[src/rtl/fetch_pkg.sv]
// Shared definitions for the instruction fetch queue: FSM encoding,
// parameter defaults and PC helpers.
package fetch_pkg;

  typedef enum logic [1:0] {
    IDLE  = 2'd0,
    WAIT  = 2'd1,
    DRAIN = 2'd2
  } fetch_state_e;

  localparam int          DEPTH_DEF    = 4;
  localparam logic [31:0] RESET_PC_DEF = 32'h0000_0000;
  localparam logic [31:0] INST_BYTES   = 32'd4;

  function automatic logic [31:0] align_pc(input logic [31:0] pc);
    return {pc[31:2], 2'b00};
  endfunction

endpackage

[src/rtl/fetch_fifo.sv]
// Circular buffer of {pc, inst} entries with flush; storage is registered
// so a pushed entry reaches the head on the following cycle.
module fetch_fifo
  import fetch_pkg::*;
#(
  parameter int DEPTH = DEPTH_DEF
) (
  input  logic                     clk,
  input  logic                     rst,
  input  logic                     flush_i,
  input  logic                     push_i,
  input  logic [63:0]              push_data_i,
  input  logic                     pop_i,
  output logic [63:0]              head_o,
  output logic                     valid_o,
  output logic [$clog2(DEPTH):0]   count_o
);

  localparam int PW = $clog2(DEPTH);
  localparam int CW = PW + 1;
  localparam logic [PW-1:0] PTR_ONE = PW'(1);
  localparam logic [CW-1:0] CNT_ONE = CW'(1);

  logic [63:0]   mem_q [DEPTH];
  logic [PW-1:0] wr_ptr_q, wr_ptr_d;
  logic [PW-1:0] rd_ptr_q, rd_ptr_d;
  logic [CW-1:0] count_q, count_d;
  logic          do_push, do_pop;

  // Flush wins over both push and pop; an empty queue ignores pops.
  assign do_push = push_i && !flush_i;
  assign do_pop  = pop_i && !flush_i && (count_q != '0);

  always_comb begin
    wr_ptr_d = wr_ptr_q;
    rd_ptr_d = rd_ptr_q;
    count_d  = count_q;
    if (flush_i) begin
      wr_ptr_d = '0;
      rd_ptr_d = '0;
      count_d  = '0;
    end else begin
      if (do_push) wr_ptr_d = wr_ptr_q + PTR_ONE;
      if (do_pop)  rd_ptr_d = rd_ptr_q + PTR_ONE;
      case ({do_push, do_pop})
        2'b10:   count_d = count_q + CNT_ONE;
        2'b01:   count_d = count_q - CNT_ONE;
        default: count_d = count_q;
      endcase
    end
  end

  always_ff @(posedge clk or posedge rst) begin
    if (rst) begin
      wr_ptr_q <= '0;
      rd_ptr_q <= '0;
      count_q  <= '0;
    end else begin
      wr_ptr_q <= wr_ptr_d;
      rd_ptr_q <= rd_ptr_d;
      count_q  <= count_d;
    end
  end

  always_ff @(posedge clk) begin
    if (do_push) mem_q[wr_ptr_q] <= push_data_i;
  end

  assign head_o  = mem_q[rd_ptr_q];
  assign valid_o = (count_q != '0);
  assign count_o = count_q;

endmodule

[src/rtl/fetch_queue.sv]
// Instruction fetch front end: one-outstanding-request memory FSM feeding
// a small queue, with redirect flush and drain of an in-flight request.
module fetch_queue
  import fetch_pkg::*;
#(
  parameter int          DEPTH    = DEPTH_DEF,
  parameter logic [31:0] RESET_PC = RESET_PC_DEF
) (
  input  logic                   clk,
  input  logic                   rst,
  input  logic                   redirect,
  input  logic [31:0]            redirect_pc,
  output logic                   mem_req,
  output logic [31:0]            mem_addr,
  input  logic                   mem_ack,
  input  logic [31:0]            mem_rdata,
  output logic                   inst_valid,
  output logic [31:0]            inst,
  output logic [31:0]            inst_pc,
  input  logic                   inst_ready,
  output logic [$clog2(DEPTH):0] count
);

  localparam int CW = $clog2(DEPTH) + 1;
  localparam logic [CW:0] DEPTH_EXT = (CW + 1)'(DEPTH);
  localparam logic [CW:0] EXT_ONE   = (CW + 1)'(1);

  fetch_state_e state_q, state_d;
  logic [31:0]  fetch_pc_q, fetch_pc_d;
  logic [31:0]  req_addr_q, req_addr_d;
  logic [31:0]  next_pc;
  logic [CW:0]  count_after;
  logic         push, pop;
  logic [63:0]  head;

  assign pop     = inst_valid && inst_ready;
  assign next_pc = fetch_pc_q + INST_BYTES;
  // Occupancy once this cycle's push and any concurrent pop have landed.
  assign count_after = {1'b0, count} + EXT_ONE - {{CW{1'b0}}, pop};

  always_comb begin
    state_d    = state_q;
    fetch_pc_d = fetch_pc_q;
    req_addr_d = req_addr_q;
    push       = 1'b0;
    if (redirect) fetch_pc_d = align_pc(redirect_pc);
    case (state_q)
      IDLE: begin
        if (!redirect && ({1'b0, count} < DEPTH_EXT)) begin
          state_d    = WAIT;
          req_addr_d = fetch_pc_q;
        end
      end
      WAIT: begin
        if (redirect) begin
          // Without an ack the old request is still in flight and must be drained.
          state_d = mem_ack ? IDLE : DRAIN;
        end else if (mem_ack) begin
          push       = 1'b1;
          fetch_pc_d = next_pc;
          if (count_after < DEPTH_EXT) req_addr_d = next_pc;
          else                         state_d    = IDLE;
        end
      end
      DRAIN: begin
        // The ack retires the stale request; a redirect only retargets fetch_pc.
        if (mem_ack) state_d = IDLE;
      end
      default: state_d = IDLE;
    endcase
  end

  always_ff @(posedge clk or posedge rst) begin
    if (rst) begin
      state_q    <= IDLE;
      fetch_pc_q <= RESET_PC;
      req_addr_q <= RESET_PC;
    end else begin
      state_q    <= state_d;
      fetch_pc_q <= fetch_pc_d;
      req_addr_q <= req_addr_d;
    end
  end

  assign mem_req  = (state_q != IDLE);
  assign mem_addr = req_addr_q;

  fetch_fifo #(
    .DEPTH (DEPTH)
  ) u_fifo (
    .clk         (clk),
    .rst         (rst),
    .flush_i     (redirect),
    .push_i      (push),
    .push_data_i ({fetch_pc_q, mem_rdata}),
    .pop_i       (pop),
    .head_o      (head),
    .valid_o     (inst_valid),
    .count_o     (count)
  );

  assign inst_pc = head[63:32];
  assign inst    = head[31:0];

endmodule

[config.mk]
export PLATFORM = sky130hd
export DESIGN_NAME = fetch_queue
export DESIGN_NICKNAME = d
export VERILOG_FILES = /design/src/rtl/fetch_pkg.sv /design/src/rtl/fetch_fifo.sv /design/src/rtl/fetch_queue.sv
export SDC_FILE = /design/constraint.sdc
export NUM_CORES = 1
export LEC_CHECK = 0
export ABC_AREA = 1
export BUFFER_PORTS_ARGS = -buffer_cell sky130_fd_sc_hd__buf_2
export CAP_MARGIN = 20
export CORE_AREA = 2 2 155 157
export CTS_CLUSTER_SIZE = 30
export DETAILED_ROUTE_END_ITERATION = 6
export DIE_AREA = 0 0 157 159
export PLACE_DENSITY = 0.81
export SYNTH_ARGS = -nofsm -noshare
export SYNTH_HDL_FRONTEND = slang
export SYNTH_SLANG_ARGS = --single-unit
export TNS_END_PERCENT = 50
[constraint.sdc]
create_clock -name clk -period 11.3 [get_ports clk]
set_clock_uncertainty 0.15 [all_clocks]
set_input_delay 1.13 -clock clk [delete_from_list [all_inputs] [get_ports clk]]
set_output_delay 1.13 -clock clk [all_outputs]
set_load 0.005 [all_outputs]
==> results.md <==
* Status: complete, no violations
* Leak pwr at 6.150 nW
* Slew Limit Fails at 0
* Gpl congestion at 0.9223
* Synth warn at 0
* ANT nets after route at 0
* WL final at 31.04 mm
* Most frequent cells in the layout: edfxtp_1, nand2_1, nor2_1
* Crit Path Class: reg2out
* GRT Total Usage at 24.48%
* Worst-case clock buffer depth at 3
* EDFF count, synth at 256
* Die area at 24960 um2
* Util after Layout at approximately two thirds
* CP top delay family: buffers and inverters
* Vias per cell at 5.760
* DRC viols at 0
* Drt wl/cell at 18.12 um
* Final net count at approximately 1400
* Total gr overflow at 0
* Fill cells at 1683
* CTS Sinks at 329
* Reg2Reg Launch Point: state_q[0]
* Num ports at 170
* PD cells at 207.7 nW/um2
* Critical Path Max Stage Delay at 0.71 ns
* Final Hold Viols at 0
* Critical-path cell list: clkinv_2 > buf_4 > o21ai_0 > o22ai_1 > buf_2
* Leading cell type in the layout, fill and taps excluded: edfxtp_1
* Port Buffers at 167
* Fmax at 223.2 MHz
* RSZ-0062 raised after global routing: false
* Die height at 159 um
* Clock latency on the worst-skew pair at 0.57 ns
* Post-CTS Hold Fix Bufs at 0
* Fin crit period at 4.479 ns
* Predominant post-synthesis flop cell: edfxtp_1
* Register area share after synthesis at 69.50%
* RR Endpoint: u_fifo.count_o[2]
* Crit-path slowest cell: dfrtp_4
* Yosys cell types at 32
* Core footprint at 23190 um2
* CTS root buf: clkbuf_16
* CP startpoint kind: flip-flop
* TNS Setup at 0 ns
* Critical path depth at 5
* Post-detail-place hpwl at roughly 19 mm
* Largest net degree at the start of global routing at 89
* 1st-pass router iterations at 5
* Global-route wire length before repair at 48.31 mm
* Final worst-path cycle share at 39.64%
* CTS clock-pin slew for the worst setup and hold paths at about 0.060 ns
* Post-Syn Area at 13690 um2
* WP buf/inv at 3
* Worst setup EP type: output pin
* CP required at between 10 and 15 ns
* Starting DRT DRC Count at 882
* CTS tree: built
* Crit path from: u_fifo.rd_ptr_q[0]
* Overall power at approximately 3.3 mW
* Worst Reg-to-Reg Cells at 13
* Avg Cell Area, Syn at 11.19 um2
* Rel. slew slack at 33.38%
* Worst Setup EP: inst_pc[25]
* Reg2Reg Setup Slack at around 7.9 ns
* Postcts setup bufs at 0
* Ratio of cells with drive above 1 in the final layout at between 10% and 20%
* Initial antenna violation count at 0
* Worst min path class: reg2reg
* Setup-failing EPs final at 0
* Syn Nets at 1298
* Initial core utilization at 59.03%
* Vias in the first global route at between 9000 and 10000
* Maximum vdd ir drop at around 0.17 mV
* FFs w/ async S/R, synth at 22.19%
* CTS buffer count at 31
* Worst endpoint data arrival time at 3.20 ns
* Worst slew pin tran at between 0.9 and 1 ns
* DR vias at 9867
* FF+latch count, synth at 329
* Cells after Synth at between 1000 and 1500
* Die X at 157 um
* N_diodes at 0
* H-tree levels at 1
* # Max-Cap Violations at 0
* Row Count at 56
* CP max FO at 77
* Area growth, synth to finish at 14.67%
* CTS resizes at 0
[sequential cells by signal (all words and copies together) (netlist names)]
| register | cells |
|---|---|
| fetch_pc_q | 32 |
| mem_addr | 32 |
| state_q | 2 |
| u_fifo.count_o | 3 |
| u_fifo.mem_q | 256 |
| u_fifo.rd_ptr_q | 2 |
| u_fifo.wr_ptr_q | 2 |
[synth_stat cells, drive strengths merged (7+ instances only)]
master | count | share of area, %
a21oi | 32 | 1.2
a22oi | 12 | 0.66
o21ai | 168 | 6.3
nand3 | 35 | 1.3
dfrtp | 73 | 13
buf | 22 | 1.1
edfxtp | 256 | 56
nor2 | 210 | 6.1
nand2 | 205 | 5.7
xor2 | 7 | 0.45
o22ai | 71 | 3.2
inv | 67 | 1.8
clkbuf | 42 | 1.2
[cells by family (layout without fill, tap and decap cells)]
| family | Yosys count | in the layout | synth area share [%] |
|---|---|---|---|
| flip-flops | 329 | 329 | 69.50 |
| XOR/XNOR | 8 | 8 | 0.5119 |
| AO/OA/AOI/OAI | 296 | 296 | 12.04 |
| AND/OR/NAND/NOR | 453 | 453 | 13.24 |
| adder cells (fa/ha/maj) | 6 | 6 | 0.6032 |
| buffers and inverters | 131 | 302 | 4.104 |
[area by class of cell]
cell class | instances | area, um2 | area share (%)
multi-input combinational | 763 | 3643 | 23.21
clock inverter | 24 | 168.9 | 1.076
tap | 319 | 399.1 | 2.543
sequential | 329 | 9519 | 60.64
inverter | 67 | 252.7 | 1.610
clock buffer | 33 | 783.3 | 4.990
timing repair buffer | 178 | 930.9 | 5.930
[power breakdown]
part           total (mW)  leakage [nW]  switching [mW]  internal, mW
clock               0.974         0.469           0.429         0.545
combinational       0.711          2.48           0.460         0.251
sequential           1.57          3.20           0.114          1.46
[stage by stage]
stage	std cells	area (um2)	hold WS [ns]	worst slack (ns)
finish	1713	15700	0.3252	6.821
global placement	1655	14730	0.3122	7.182
detailed placement	1655	14730	0.3101	7.124
global route	1713	15700	0.3447	6.612
floorplan	1223	13690	0.3203	6.284
CTS	1712	15680	0.3273	6.780
[worst min-delay path by stage]
stage / start / end / slack, ns / cells past startpoint
after floorplan: state_q[0] / state_q[1] / 0.32 / 1
final: mem_addr[24] / mem_addr[24] / 0.33 / 2
after detailed placement: mem_addr[12] / mem_addr[12] / 0.31 / 2
after global placement: mem_addr[14] / mem_addr[14] / 0.31 / 2
after CTS: mem_addr[24] / mem_addr[24] / 0.33 / 2
after global routing: mem_addr[24] / mem_addr[24] / 0.34 / 2
[worst reg2reg max path, cell delays in order (launching register included)]
cell and delay (ns):
dfrtp_1 0.38, inv_1 0.07, nor2_2 0.08, buf_4 0.34, nand2_1 0.50, nand2_2 0.45
inv_2 0.25, nand2_2 0.17, inv_1 0.06, fa_1 0.37, xnor2_1 0.18, xor2_1 0.18
nand2_1 0.07, o21ai_0 0.08
[routing by layer]
metal | vias to the layer above | wire, um | GRT usage [%]
met2 | 441 | 15030 | 40.77
met5 | - | 0 | 0
met3 | 62 | 2524 | 3.729
li1 | 4583 | - | -
met1 | 4781 | 12630 | 33.24
met4 | 0 | 852 | 8.132
No activity file was read; power rests on OpenSTA's default activity.
